$ cat config.mk
export PLATFORM = sky130hd
export DESIGN_NAME = uart_tx_framed
export DESIGN_NICKNAME = d
export VERILOG_FILES = /design/src/rtl/uart_pkg.sv /design/src/rtl/uart_baud_gen.sv /design/src/rtl/uart_tx_framed.sv
export SDC_FILE = /design/constraint.sdc
export NUM_CORES = 1
export LEC_CHECK = 0
export ABC_CLOCK_PERIOD_IN_PS = 3900
export BUFFER_PORTS_ARGS = -buffer_cell sky130_fd_sc_hd__buf_2
export CAP_MARGIN = 20
export CORE_MARGIN = 4
export CORE_UTILIZATION = 25
export DETAILED_ROUTE_END_ITERATION = 16
export SYNTH_ARGS = -nofsm -noshare
export SYNTH_HDL_FRONTEND = slang
export SYNTH_SLANG_ARGS = --single-unit
$ cat constraint.sdc
create_clock -name clk -period 3.9 [get_ports clk]
set_input_delay 0.78 -clock clk [delete_from_list [all_inputs] [get_ports clk]]
set_output_delay 0.78 -clock clk [all_outputs]
set_load 0.01 [all_outputs]
$ cat src/rtl/uart_pkg.sv
// Shared types for the framed UART transmitter: parity mode, FSM states, bit-period helper.
package uart_pkg;

   typedef enum logic [1:0] {
      PAR_NONE,
      PAR_EVEN,
      PAR_ODD
   } parity_t;

   typedef enum logic [2:0] {
      IDLE,
      START,
      DATA,
      PAR,
      STOP
   } tx_state_t;

   function automatic int bit_cycles(input int clk_freq, input int baud);
      return clk_freq / baud;
   endfunction

endpackage

$ cat src/rtl/uart_baud_gen.sv
// Restartable bit-period down-counter; tick pulses for one cycle when the count reaches zero.
module uart_baud_gen #(
   parameter int BIT_CYC = 868
) (
   input  logic clk,
   input  logic rst,
   input  logic restart,
   input  logic en,
   output logic tick
);

   localparam int CW = (BIT_CYC > 1) ? $clog2(BIT_CYC) : 1;
   localparam logic [CW-1:0] RELOAD = CW'(BIT_CYC - 1);

   logic [CW-1:0] cnt_q;
   logic [CW-1:0] cnt_d;

   // Reload on zero so each period is exactly BIT_CYC cycles and never wraps.
   always_comb begin
      cnt_d = cnt_q;
      if (restart) begin
         cnt_d = RELOAD;
      end else if (en) begin
         cnt_d = (cnt_q == '0) ? RELOAD : cnt_q - CW'(1);
      end
   end

   assign tick = en && !restart && (cnt_q == '0);

   always_ff @(posedge clk or posedge rst) begin
      if (rst) begin
         cnt_q <= '0;
      end else begin
         cnt_q <= cnt_d;
      end
   end

endmodule

$ cat src/rtl/uart_tx_framed.sv
// Framed UART transmitter (start, LSB-first data, optional parity, 1-2 stop bits).
// Parity support is compiled in only when UART_TX_PARITY_EN is defined.
module uart_tx_framed
   import uart_pkg::*;
#(
   parameter int      CLK_FREQ  = 100_000_000,
   parameter int      BAUD      = 115200,
   parameter int      DATA_BITS = 8,
   parameter int      STOP_BITS = 1,
   parameter parity_t PARITY    = PAR_NONE
) (
   input  logic                 clk,
   input  logic                 rst,
   input  logic [DATA_BITS-1:0] data,
   input  logic                 valid,
   output logic                 ready,
   output logic                 tx,
   output logic                 busy,
   output logic                 done
);

   localparam int BIT_CYC = bit_cycles(CLK_FREQ, BAUD);

   if (DATA_BITS < 5 || DATA_BITS > 9) begin : g_bad_data_bits
      $error("uart_tx_framed: DATA_BITS must be 5..9");
   end
   if (STOP_BITS < 1 || STOP_BITS > 2) begin : g_bad_stop_bits
      $error("uart_tx_framed: STOP_BITS must be 1..2");
   end
   if (BIT_CYC < 2) begin : g_bad_bit_cyc
      $error("uart_tx_framed: CLK_FREQ/BAUD must be at least 2");
   end
`ifdef UART_TX_PARITY_EN
   if (PARITY != PAR_NONE && PARITY != PAR_EVEN && PARITY != PAR_ODD) begin : g_bad_parity
      $error("uart_tx_framed: PARITY must be PAR_NONE, PAR_EVEN or PAR_ODD");
   end
   localparam logic PAR_EN  = (PARITY != PAR_NONE);
   localparam logic PAR_INV = (PARITY == PAR_ODD);
`else
   if (PARITY != PAR_NONE) begin : g_parity_not_built
      $error("uart_tx_framed: parity requested but UART_TX_PARITY_EN is not defined");
   end
`endif

   tx_state_t            state_q, state_d;
   logic [DATA_BITS-1:0] shreg_q, shreg_d;
   logic [3:0]           bit_idx_q, bit_idx_d;
   logic                 tx_q, tx_d;
   logic                 busy_q, busy_d;
   logic                 done_q, done_d;
`ifdef UART_TX_PARITY_EN
   logic                 par_q, par_d;
`endif
   logic                 restart;
   logic                 tick;

   uart_baud_gen #(
      .BIT_CYC(BIT_CYC)
   ) u_baud (
      .clk    (clk),
      .rst    (rst),
      .restart(restart),
      .en     (state_q != IDLE),
      .tick   (tick)
   );

   // Line value for the next bit is decided on the tick ending the current bit.
   always_comb begin
      state_d   = state_q;
      shreg_d   = shreg_q;
      bit_idx_d = bit_idx_q;
      tx_d      = tx_q;
      busy_d    = busy_q;
      done_d    = 1'b0;
      restart   = 1'b0;
`ifdef UART_TX_PARITY_EN
      par_d     = par_q;
`endif
      case (state_q)
         IDLE: begin
            tx_d = 1'b1;
            if (valid) begin
               state_d   = START;
               shreg_d   = data;
               bit_idx_d = '0;
               tx_d      = 1'b0;
               busy_d    = 1'b1;
               restart   = 1'b1;
`ifdef UART_TX_PARITY_EN
               par_d     = (^data) ^ PAR_INV;
`endif
            end
         end
         START: begin
            if (tick) begin
               state_d = DATA;
               tx_d    = shreg_q[0];
               shreg_d = shreg_q >> 1;
            end
         end
         DATA: begin
            if (tick) begin
               if (bit_idx_q == 4'(DATA_BITS - 1)) begin
                  bit_idx_d = '0;
`ifdef UART_TX_PARITY_EN
                  if (PAR_EN) begin
                     state_d = PAR;
                     tx_d    = par_q;
                  end else begin
                     state_d = STOP;
                     tx_d    = 1'b1;
                  end
`else
                  state_d = STOP;
                  tx_d    = 1'b1;
`endif
               end else begin
                  bit_idx_d = bit_idx_q + 4'd1;
                  tx_d      = shreg_q[0];
                  shreg_d   = shreg_q >> 1;
               end
            end
         end
`ifdef UART_TX_PARITY_EN
         PAR: begin
            if (tick) begin
               state_d = STOP;
               tx_d    = 1'b1;
            end
         end
`endif
         STOP: begin
            if (tick) begin
               if (bit_idx_q == 4'(STOP_BITS - 1)) begin
                  state_d   = IDLE;
                  bit_idx_d = '0;
                  busy_d    = 1'b0;
                  done_d    = 1'b1;
                  tx_d      = 1'b1;
               end else begin
                  bit_idx_d = bit_idx_q + 4'd1;
               end
            end
         end
         default: begin
            state_d = IDLE;
            tx_d    = 1'b1;
            busy_d  = 1'b0;
         end
      endcase
   end

   always_ff @(posedge clk or posedge rst) begin
      if (rst) begin
         state_q   <= IDLE;
         shreg_q   <= '0;
         bit_idx_q <= '0;
         tx_q      <= 1'b1;
         busy_q    <= 1'b0;
         done_q    <= 1'b0;
`ifdef UART_TX_PARITY_EN
         par_q     <= 1'b0;
`endif
      end else begin
         state_q   <= state_d;
         shreg_q   <= shreg_d;
         bit_idx_q <= bit_idx_d;
         tx_q      <= tx_d;
         busy_q    <= busy_d;
         done_q    <= done_d;
`ifdef UART_TX_PARITY_EN
         par_q     <= par_d;
`endif
      end
   end

   assign ready = (state_q == IDLE);
   assign tx    = tx_q;
   assign busy  = busy_q;
   assign done  = done_q;

endmodule

Word level (Yosys, flattened, before mapping)
Cells that the tools add are included.

storage, ports and cells
  register bits after elaboration = 28
  bits in latches = 0
  RAM bits = 0
  bits in read-only memories = 0
  bits of input ports = 11
  output and inout bits = 4
  logic and storage cells = 74
  memories kept = 0

cells by class
  $add $sub $neg = 2
  multipliers = 0
  divide/modulo/power cells = 0
  order comparisons = 0
  eq/ne operators = 11
  shift-type cells = 0
  muxes and demuxes = 37
  bitwise operators = 1
  reduce and logical (&&, ||, !) cells = 16

operators by type and width
  cell                                                 count
  2-to-1 mux 8 bit                                     4
  2-to-1 mux 10 bit                                    3
  case mux 8 bit (3 select lines)                      1
  2-to-1 mux 4 bit                                     5
  2-to-1 mux 3 bit                                     6
  2-to-1 mux 1 bit                                     14
  != test 2 bit, second input constant                 7
  case mux 3 bit (4 select lines)                      1
  case mux 4 bit (3 select lines)                      1
  AND reduction 4 bit                                  3
  logical NOT 10 bit                                   1
  subtractor 10 x 1 -> 10 bit, second input constant   1
  nonzero test 3 bit                                   3
  AND reduction 6 bit                                  1
  AND reduction 5 bit                                  1
  adder 4 x 1 -> 4 bit, second input constant          1
  equality test 4 x 3 -> 1 bit, second input constant  1
  logical NOT 4 bit                                    1
  case mux 1 bit (4 select lines)                      1
  equality test 3 x 1 -> 1 bit, second input constant  1
  equality test 3 x 2 -> 1 bit, second input constant  1
  equality test 3 bit, second input constant           1
  logical NOT 3 bit                                    1
  case mux 1 bit (3 select lines)                      1
  5 further kinds                                      6

Logic depth before layout (Yosys ltp)
Gate-level depths: netlist of the first run.

  word-level depth = 7
  depth in mapped cells = 7

Hierarchy
Synthesis of the first run repeated with hierarchy kept, for this count alone.

unflattened totals
  cell total of the unflattened synthesis = 169
  area, all modules = 1685.4 µm²

by module, submodules not included
  module          times used  cells an instance  area each (µm²)
  uart_tx_framed  1           101                1071.0
  uart_baud_gen   1           68                 614.3

Worst setup path before layout of the first run
Ideal clock, no wire load.

  path type = register -> register
  from = reg u_baud.cnt_q[0]
  to = reg bit_idx_q[3]
  arrival = 1.785 ns
  setup slack = 2.011 ns
  stages on the path, launching flop included = 7
  buffers on the path = 0
  period minus slack after synthesis = 1.889 ns
  cell sequence = dfrtp_1 > inv_1 > ha_1 > nor3b_2 > nand3_1 > a2111o_1 > o41ai_2

on the way
  word-level cells in the longest chain between the ends = 4
  elaborated cells on any way between the ends = 5
  classes of those cells = 2 x eq/ne; 3 x reduce/logical

RTL lines
  item                               RTL line               text
  start: declaration                 uart_baud_gen.sv:15    logic [CW-1:0] cnt_q;
  start signal: assignment           uart_baud_gen.sv:34    cnt_q <= cnt_d;
  logical NOT 10 bit (*)             uart_baud_gen.sv:28    assign tick = en && !restart && (cnt_q == '0);
  logical AND 1 bit (*)              uart_baud_gen.sv:28
  != test 2 bit (no line)            n/a
  AND reduction 4 bit (no line) (*)  n/a
  end signal: assignment             uart_tx_framed.sv:167  bit_idx_q <= bit_idx_d;
  end: declaration                   uart_tx_framed.sv:47   logic [3:0] bit_idx_q, bit_idx_d;

Every way passes the cells marked *; elsewhere a longest branch is shown, timed or not.
A chain may end at the register's enable or synchronous reset.

Worst setup path in the final report of the first run
  from = reg state_q[0]
  to = out ready

on the way
  word-level cells in the longest chain between the ends = 1

RTL lines
  item                      RTL line               text
  start: declaration        uart_tx_framed.sv:45   tx_state_t state_q, state_d;
  start signal: assignment  uart_tx_framed.sv:165  state_q <= state_d;
  logical NOT 3 bit         uart_tx_framed.sv:177  assign ready = (state_q == IDLE);
  end: declaration          uart_tx_framed.sv:16   output logic ready,

Every way passes these cells.

==> flow_summary.yaml, run 1 <==
run_status:
  status: "finished clean"
synthesis:
  synth_flop_cell: "dfrtp_1"
  ys_warn_count: 0
  synthArstFlopShare: 1.00
  synth_cell_types: 45
  synthTopCellsByArea: "dfrtp_1, mux2_2, o21ai_0, a21oi_1, nor2_1"
  netlist_area_sq_mm: 0.00157
  syn-num-nets: 174
  synthCells: 160
  synth_edf_count: 0
  synth.top_cell.area_share: 0.431
  avgSynthCellArea_sq_um: 9.79
  ys_seq_area_frac: 0.448
  yosys.area.top_type: "dfrtp_1"
  netlist_top_cells_count: "dfrtp_1, o21ai_0, mux2_2"
  synth_seq_cells: 28
  synth.most_common_cell: "dfrtp_1"
power:
  power.density_mw_per_mm2: 453
  ir_worst_vdd_mv: 0.161
  p_leak_uw: 0.000771
setup_path:
  timing.rr.end: "u_baud.cnt_q[5]"
  crit_start: "state_q[0]"
  path_buf_inv: 1
  r2r_slack_ns: 1.69
  cpPeakStageDelay_ns: 0.59
  cp_max_fo: 17
  r2r_start: "state_q[0]"
  cp-endpoint: "ready"
  cp-start-kind: "flip-flop"
  crit_arrival_ns: 1.68
  critical_path_class: "flip-flop to output pin"
  crit_family: "simple AND/OR/NAND/NOR gates"
  end_kind: "output pin"
  worstPathCellList: "nor3_2 > buf_2"
  crit_path_top_delay_cell: "nor3_2"
  crit_required_ns: 3.12
  r2r_cells: 5
  worstSetupPathDepth: 2
timing:
  drv_slew: 0
  max_freq_mhz: 406
  finalCriticalPeriod_ns: 2.46
  fin_tns_setup_ns: 0
  rsz0062_at_grt: "false"
  whs_ns: 0.413
  final.period_utilization: 0.631
  relSlewSlack: 0.397
  final_hold_viol_count: 0
  setup_viol: 0
  worstMarginPinSlew_ns: 0.901
  skew_ns: 0.00424
cells_and_area:
  drive_above_1_share: 0.238
  finalNetCount: 187
  final_util: 0.297
  areaGrowthSynthToFinish_pct: 13.7
  fin_cells: 247
  num_antenna_cells: 0
detailed_routing:
  drc_errors: 0
  via_count: 1214
  wl_per_cell_microns: 12.8
  detail_route.first_pass.iterations: 4
  drt_iter0_drc: 114
  drtAntennaViolNets: 0
  vias_per_cell: 4.91
  routed_wl_microns: 3160
clocking:
  cts.sinks: 28
  clk-insertion-delay-late_ns: 0.28
  cts.clk_slew.worst_paths_ns: 0.10
  post_cts.repair.setup_buffers: 0
  clockBufferDepth: 2
  htreeDepth: 1
  cts_tree: "built"
  cts_root_buf: "clkbuf_8"
  numCtsBuffers: 3
  holdBufCountCts: 0
  post_cts_resized: 0
global_route:
  grt_pass1_wl_microns: 5520
  first_global_vias: 1222
  grt_antenna_before_repair: 0
  track_usage: 0.0890
  grt.overflow.total: 0
  grt_max_degree: 23
die:
  dieArea_sq_mm: 0.00760
  io_pins: 15
  fp.dieW_microns: 87.2
  start_util: 0.261
  core_area_sq_mm: 0.00599
  fp.dieH_microns: 87.2
  num_rows: 28
min_path:
  hold_class: "primary input to async pin"
placement:
  dp.final_hpwl_microns: 2230
  port_buffers: 14
  gp_congestion: 0.741
  dpl.cell_count: 243
run:
  drv_cap: 0
## worst min-delay path by stage
stage                    start              end  slack (ns)  cells after the start
floorplan           shreg_q[7]       shreg_q[7]        0.45                      1
global placement    shreg_q[7]       shreg_q[7]        0.47                      1
detailed placement  shreg_q[7]       shreg_q[7]        0.48                      1
CTS                        rst  u_baud.cnt_q[7]        0.42                      2
global route               rst  u_baud.cnt_q[6]        0.45                      2
finish                     rst  u_baud.cnt_q[6]        0.41                      2
## cell usage in the layout (no fill, tap or decap), types with 2 or more instances in the layout
cell type,instances
a211oi_1,2
a21o_1,2
a21oi_1,10
a31oi_1,5
buf_2,14
clkbuf_8,3
dfrtp_1,27
ha_1,3
inv_1,7
mux2_2,13
nand2_1,9
nand2b_1,4
nand3_1,4
nor2_1,12
nor3_1,6
nor4_1,2
o21ai_0,15
o21ai_1,3
or3b_2,2
or4_1,2
xnor2_1,2
## power by group
part	total, uW	internal [uW]	leakage (uW)	switching (uW)
clock network	232	137	0.0000357	94.2
registers	427	349	0.000344	78.6
logic	148	74.8	0.000391	72.9
total	807	561	0.000771	246
## per-layer routing
layer | global-route usage | share of wire | up-vias
li1 | - | - | 608
met1 | 0.112 | 0.49 | 585
met2 | 0.150 | 0.46 | 17
met3 | 0.0208 | 0.037 | 4
met4 | 0.0293 | 0.011 | 0
met5 | 0 | 0 | -
## state kept, by name (all words and copies together), names as in the netlist
signal        cells
u_baud.cnt_q     10
shreg_q           8
bit_idx_q         4
state_q           3
busy              1
done              1
tx                1
## final cells by class
type,instances,area [sq um]
multi-input cells,118,810
inverters,7,26.3
flip-flops and latches,28,702
well taps,75,93.8
clock inverters,1,30.0
fillers,620,4210
clock buffers,3,41.3
repair buffers,15,77.6
## worst reg2reg max path, cell delays in order, from the launching register on
cell,delay [ns]
dfrtp_1,0.68
nor3_2,0.22
a31oi_1,0.71
o21ai_0,0.20
a21oi_1,0.19
a31oi_1,0.06
## per-stage QoR
step	total power, uW	setup WS (ns)	instance area [sq um]
after floorplan	536	2.01	1570
after global placement	576	1.77	1710
after detailed placement	582	1.76	1710
after CTS	817	1.45	1780
after global routing	861	1.36	1780
final	807	1.44	1780
## cells by family after synthesis
| kind of cell | share of synthesized area |
|---|---|
| and+or+nand+nor | 0.192 |
| xor gates and xnor gates | 0.0168 |
| muxes | 0.101 |
| buffers and inverters | 0.0351 |
| adders and majority gates | 0.0240 |
| DFF | 0.448 |
| AOI/OAI and AO/OA | 0.184 |
No activity file was read; power rests on OpenSTA's default activity.
==> run 2: changes to the inputs <==
Settings changed: ABC_AREA set to 1, ABC_CLOCK_PERIOD_IN_PS 3900 to 2070.
Clock period 3.9 ns to 2.07 ns, I/O delays scaled along.
==> run 2 against run 1 <==
  * Synthesized area increased by 4.6%
  * Worst hold slack got worse by 0.23 ns
  * First-iteration DRC count down 19%
  * Sequential power rose by 100%
  * Flip-flop and latch count stayed put
  * Die area is 4.2% higher
  * Sequential share of layout area decreased by 1.4 points
  * Routed wire length increased by 0.85%
  * Clock skew rose by 0.00075 ns
  * Final area up 3.7%
  * Global-route usage is 0.30 points higher
  * Critical path depth up 7
  * Critical endpoint is now state_q[0]
==> flow_summary.yaml, run 2 <==
run_status:
  status: "finished clean"
clocking:
  post_cts.repair.setup_buffers: 0
  cts_root_buf: "clkbuf_8"
  clk-insertion-delay-late_ns: 0.28
  post_cts_resized: 0
  clockBufferDepth: 2
  cts.sinks: 28
  cts_tree: "built"
  cts.clk_slew.worst_paths_ns: 0.10
  holdBufCountCts: 0
  numCtsBuffers: 3
  htreeDepth: 1
global_route:
  track_usage: 0.0920
  grt_pass1_wl_microns: 5840
  grt.overflow.total: 0
  grt_antenna_before_repair: 0
  grt_max_degree: 29
  first_global_vias: 1294
placement:
  dpl.cell_count: 314
  gp_congestion: 0.820
  placed_area_sq_mm: 0.00180
  port_buffers: 14
  dp.final_hpwl_microns: 2390
die:
  core_area_sq_mm: 0.00635
  fp.dieW_microns: 89.0
  dieArea_sq_mm: 0.00792
  start_util: 0.258
  fp.dieH_microns: 89.0
  io_pins: 15
  num_rows: 29
cells_and_area:
  final_util: 0.291
  fin_cells: 318
  layout_common_cells: "nand2_1, dfrtp_1, inv_1"
  finalNetCount: 256
  largest_register_ffs: 10
  num_antenna_cells: 0
  reg_top3: "u_baud.cnt_q x10, shreg_q x8, bit_idx_q x4"
  design_area_sq_mm: 0.00185
  regMostFlops: "u_baud.cnt_q"
  nFillCells: 675
  layout_commonest_cell: "nand2_1"
  areaGrowthSynthToFinish_pct: 12.7
  drive_above_1_share: 0.166
power:
  power.density_mw_per_mm2: 1380
  finalPower_uw: 2550
  seq_power_share: 0.340
  netSwitchingPower_uw: 1220
  combPwrFrac: 0.539
  ir_worst_vdd_mv: 0.648
  clkPwrFrac: 0.121
  p_int_uw: 1340
  p_sw_frac: 0.476
  p_leak_uw: 0.00102
detailed_routing:
  drtAntennaViolNets: 0
  drc_errors: 0
  via_count: 1407
  routed_wl_microns: 3190
  drt_iter0_drc: 92
  wl_per_cell_microns: 10.0
  vias_per_cell: 4.42
  detail_route.first_pass.iterations: 4
synthesis:
  synth_edf_count: 0
  ys_warn_count: 0
  ys_seq_area_frac: 0.428
  synth_cell_types: 28
  avgSynthCellArea_sq_um: 7.35
  syn-num-nets: 237
  synth_seq_cells: 28
  synthCells: 223
  yosys.area.top_type: "dfrtp_1"
  synthArstFlopShare: 1.00
  synthTopCellsByArea: "dfrtp_1, nand2_1, inv_1, nand3_1, nor2_1"
  synth.most_common_cell: "nand2_1"
  synth_flop_cell: "dfrtp_1"
  netlist_area_sq_mm: 0.00164
  synth.top_cell.area_share: 0.412
  netlist_top_cells_count: "nand2_1, dfrtp_1, inv_1"
timing:
  finalCriticalPeriod_ns: 1.66
  final.period_utilization: 0.803
  rsz0062_at_grt: "false"
  drv_slew: 0
  final_hold_viol_count: 0
  setup_viol: 0
  max_freq_mhz: 602
  worstMarginPinSlew_ns: 0.432
  relSlewSlack: 0.711
  skew_ns: 0.00498
  fin_tns_setup_ns: 0
setup_path:
  worstPathCellList: "nor2_2 > nand2_1 > nand2_1 > inv_2 > nor2_1 > nor2_1 > nand2_1 > nand2_1 > nand2_1"
  crit_family: "simple AND/OR/NAND/NOR gates"
  cp_max_fo: 11
  cpMostUsedCell: "nand2_1"
  crit_arrival_ns: 1.88
  end_kind: "flip-flop"
  cp-start-kind: "flip-flop"
  crit_start: "state_q[0]"
  crit_path_top_delay_cell: "dfrtp_1"
  critical_path_class: "flip-flop to flip-flop"
  cpPeakStageDelay_ns: 0.43
  path_buf_inv: 1
  crit_required_ns: 2.29
  r2r_start: "state_q[0]"
min_path:
  hold_class: "primary input to async pin"
run:
  drv_cap: 0
==> run 2: stage by stage <==
step                setup WS, ns  hold slack (ns)
finish                     0.408            0.188
global route               0.156            0.216
CTS                        0.402            0.197
detailed placement         0.421            0.451
global placement           0.495            0.455
floorplan                  0.688            0.442
==> run 2: final cells by class <==
cell class                      count  area [sq um]  area share
Clock buffer                        4          45.0      0.0244
Inverter                           30           115      0.0623
Multi-Input combinational cell    164           811       0.439
Sequential cell                    28           702       0.380
Tap cell                           77          96.3      0.0522
Timing Repair Buffer               15          77.6      0.0420
==> run 2: worst min-delay path: cells and delay by family <==
| kind | cells | cell delay (ns) |
|---|---|---|
| buffers and inverters | 3 | 0.47 |
==> run 2: power by group through the flow <==
stage	Clock (uW)	Sequential (uW)	Combinational [uW]
2_1_floorplan	0	862	1150
3_3_place_gp	0	882	1370
3_5_place_dp	0	878	1390
4_1_cts	333	867	1400
5_1_grt	356	900	1620
6_report	309	869	1380
==> run 2: metal layers <==
metal / vias up / global-route usage / part of all wire
met2: 28 / 0.141 / 0.45
met1: 645 / 0.125 / 0.48
li1: 727 / - / -
met3: 7 / 0.0267 / 0.053
met4: 0 / 0.0311 / 0.014
met5: - / 0 / 0
==> run 2: cells by family (layout without fill, tap and decap cells) <==
logic type	Yosys count	count (layout)	share of synthesized area
DFF	28	28	0.428
xor gates and xnor gates	3	3	0.0160
buffers and inverters	31	49	0.0771
and+or+nand+nor	146	146	0.408
AOI/OAI and AO/OA	12	12	0.0481
adders and majority gates	3	3	0.0229
==> run 2: final timing paths <==
kind	endpoint	slack, ns	cells after the start
min in group clk	shreg_q[7]	0.37	3
worst min register to register	tx	0.47	2
max in group asynchronous	tx	1.57	3
worst max register to register	state_q[0]	0.41	9
worst max-delay path	state_q[0]	0.41	9
worst min-delay path	u_baud.cnt_q[9]	0.19	3
==> run 3: changes to the inputs <==
Settings changed: ABC_AREA 1 to 0, ABC_CLOCK_PERIOD_IN_PS 2070 to 1360.
Clock period 2.07 ns to 1.36 ns, I/O delays scaled along.
==> run 3 against run 2 <==
  * The run now ends with setup timing left
  * Non-clock buffer count increased by 60
  * Die area decreased by 4.0%
  * Register-to-register slack got worse by 0.92 ns
  * Critical path depth decreased by 3
  * Global-route usage increased by 2.6 points
  * Via count increased by 4.3%
  * Clock power increased by 120%
  * Total power increased by 14%
  * Routed wire length increased by 27%
  * Clock-buffer cell count decreased by 1
  * Highest routed layer unchanged
==> flow_summary.yaml, run 3 (synthesis results as in run 1) <==
run_status:
  status: "finished with violations"
  failed_checks: "setup timing"
power:
  p_int_uw: 1990
  ir_worst_vdd_mv: 0.634
  power.density_mw_per_mm2: 1180
  combPwrFrac: 0.363
  clkPwrFrac: 0.234
  netSwitchingPower_uw: 914
  p_sw_frac: 0.315
  seq_power_share: 0.402
  p_leak_uw: 0.00110
die:
  fp.dieW_microns: 87.2
  core_area_sq_mm: 0.00599
  start_util: 0.261
  dieArea_sq_mm: 0.00760
  io_pins: 15
  fp.dieH_microns: 87.2
  num_rows: 28
setup_path:
  path_buf_inv: 2
  cp_max_fo: 6
  end_kind: "flip-flop"
  critical_path_class: "flip-flop to flip-flop"
  crit_path_top_delay_cell: "or4_1"
  crit_arrival_ns: 2.03
  crit_family: "simple AND/OR/NAND/NOR gates"
  cpPeakStageDelay_ns: 0.65
  worstPathCellList: "buf_4 > buf_4 > or4_1 > nor4_2 > nand2b_1 > a31oi_1"
  cp-start-kind: "flip-flop"
  cpMostUsedCell: "buf_4"
  crit_required_ns: 1.52
clocking:
  clockBufferDepth: 2
  cts.clk_slew.worst_paths_ns: 0.11
  numCtsBuffers: 3
  cts_root_buf: "clkbuf_8"
  htreeDepth: 1
  cts_tree: "built"
  clk-insertion-delay-late_ns: 0.29
  cts.sinks: 28
global_route:
  grt_max_degree: 29
  grt_pass1_wl_microns: 7090
  first_global_vias: 1506
  grt.overflow.total: 0
  grt_antenna_before_repair: 0
  track_usage: 0.118
cells_and_area:
  regMostFlops: "u_baud.cnt_q"
  num_antenna_cells: 0
  areaGrowthSynthToFinish_pct: 56.3
  drive_above_1_share: 0.547
  nFillCells: 577
  finalNetCount: 247
  final_util: 0.409
  largest_register_ffs: 10
  layout_common_cells: "buf_4, dfrtp_1, mux2_2, buf_2"
  reg_top3: "u_baud.cnt_q x10, shreg_q x8, bit_idx_q x4"
  layout_commonest_cell: "buf_4"
detailed_routing:
  drtAntennaViolNets: 0
  vias_per_cell: 4.78
  routed_wl_microns: 4050
  via_count: 1467
  detail_route.first_pass.iterations: 4
  wl_per_cell_microns: 13.2
  drt_iter0_drc: 67
  drc_errors: 0
timing:
  fin_tns_setup_ns: -9.58
  drv_slew: 0
  finalCriticalPeriod_ns: 1.87
  worstMarginPinSlew_ns: 0.454
  skew_ns: 0.0161
  final.period_utilization: 1.37
  rsz0062_at_grt: "true"
  relSlewSlack: 0.694
  final_hold_viol_count: 0
  setup_viol: 29
  max_freq_mhz: 535
  fin_ws_ns: -0.508
placement:
  port_buffers: 14
  gp_congestion: 0.800
  dp.final_hpwl_microns: 2700
min_path:
  hold_class: "primary input to async pin"
run:
  drv_cap: 0
-- run 3: cell count changes in the layout (fill, tap and decap cells not counted), moves of 10 or more --
cell / change
buf_6: +10
mux2_2: +13
nand3_1: -14
inv_1: -18
nand2_1: -90
buf_4: +49
o21ai_1: +10
-- run 3: path summary, 6_finish.rpt --
kind                                  from              end  slack, ns  cells after the start
setup / recovery           u_baud.cnt_q[1]  u_baud.cnt_q[7]      -0.51                      6
hold / removal                         rst       shreg_q[6]       0.04                      3
setup reg to reg           u_baud.cnt_q[1]  u_baud.cnt_q[7]      -0.51                      6
hold reg to reg                         tx               tx       0.47                      2
max in group asynchronous              rst  u_baud.cnt_q[4]       1.00                      3
min in group clk                   data[7]       shreg_q[7]       0.24                      3
-- run 3: power groups by stage --
stage | sequential (uW) | combinational (uW) | clock [uW]
final | 1170 | 1050 | 680
after global routing | 1190 | 1150 | 739
after CTS | 1160 | 986 | 700
after detailed placement | 1180 | 793 | 0
after global placement | 1170 | 767 | 0
after floorplan | 1210 | 376 | 0
-- run 3: layout make-up --
cell class / count / area [sq um] / area share
flip-flops and latches: 28 / 703 / 0.287
repair buffers: 75 / 593 / 0.242
clock inverters: 1 / 30.0 / 0.0123
multi-input cells: 118 / 961 / 0.392
clock buffers: 3 / 41.3 / 0.0169
inverters: 7 / 26.3 / 0.0107
well taps: 75 / 93.8 / 0.0383
-- run 3: what timing repair did --
item                                    4_1_cts  5_1_grt
hold endpoints to repair                      0        0
pin swaps                                    11        7
endpoints found under the setup margin       29       29
hold buffers                                  0        0
gates resized for setup                      39        6
setup buffers                                15        3
-- run 3: layer usage --
metal,share of wire,wire (microns),vias to the layer above,global-route usage
li1,-,-,733,-
met1,0.47,1920,711,0.151
met2,0.49,1970,21,0.202
met3,0.033,132,2,0.0237
met4,0.0081,33,0,0.0293
met5,0,0,-,0
-- run 3: stage by stage --
stage               std cells  setup slack, ns  power (uW)  area [sq um]  hold WS [ns]
finish                    307           -0.508        2900          2450        0.0393
global route              307           -0.619        3080          2450        0.0763
floorplan                 160           -0.504        1580          1610         0.337
global placement          285           -0.512        1940          2090         0.362
detailed placement        285           -0.596        1970          2090         0.364
CTS                       304           -0.487        2850          2410        0.0423
-- run 3: worst register-to-register path: stages, from the launching register on --
cell	delay, ns
dfrtp_1	0.40
buf_4	0.14
buf_4	0.12
or4_1	0.65
nor4_2	0.23
nand2b_1	0.15
a31oi_1	0.08
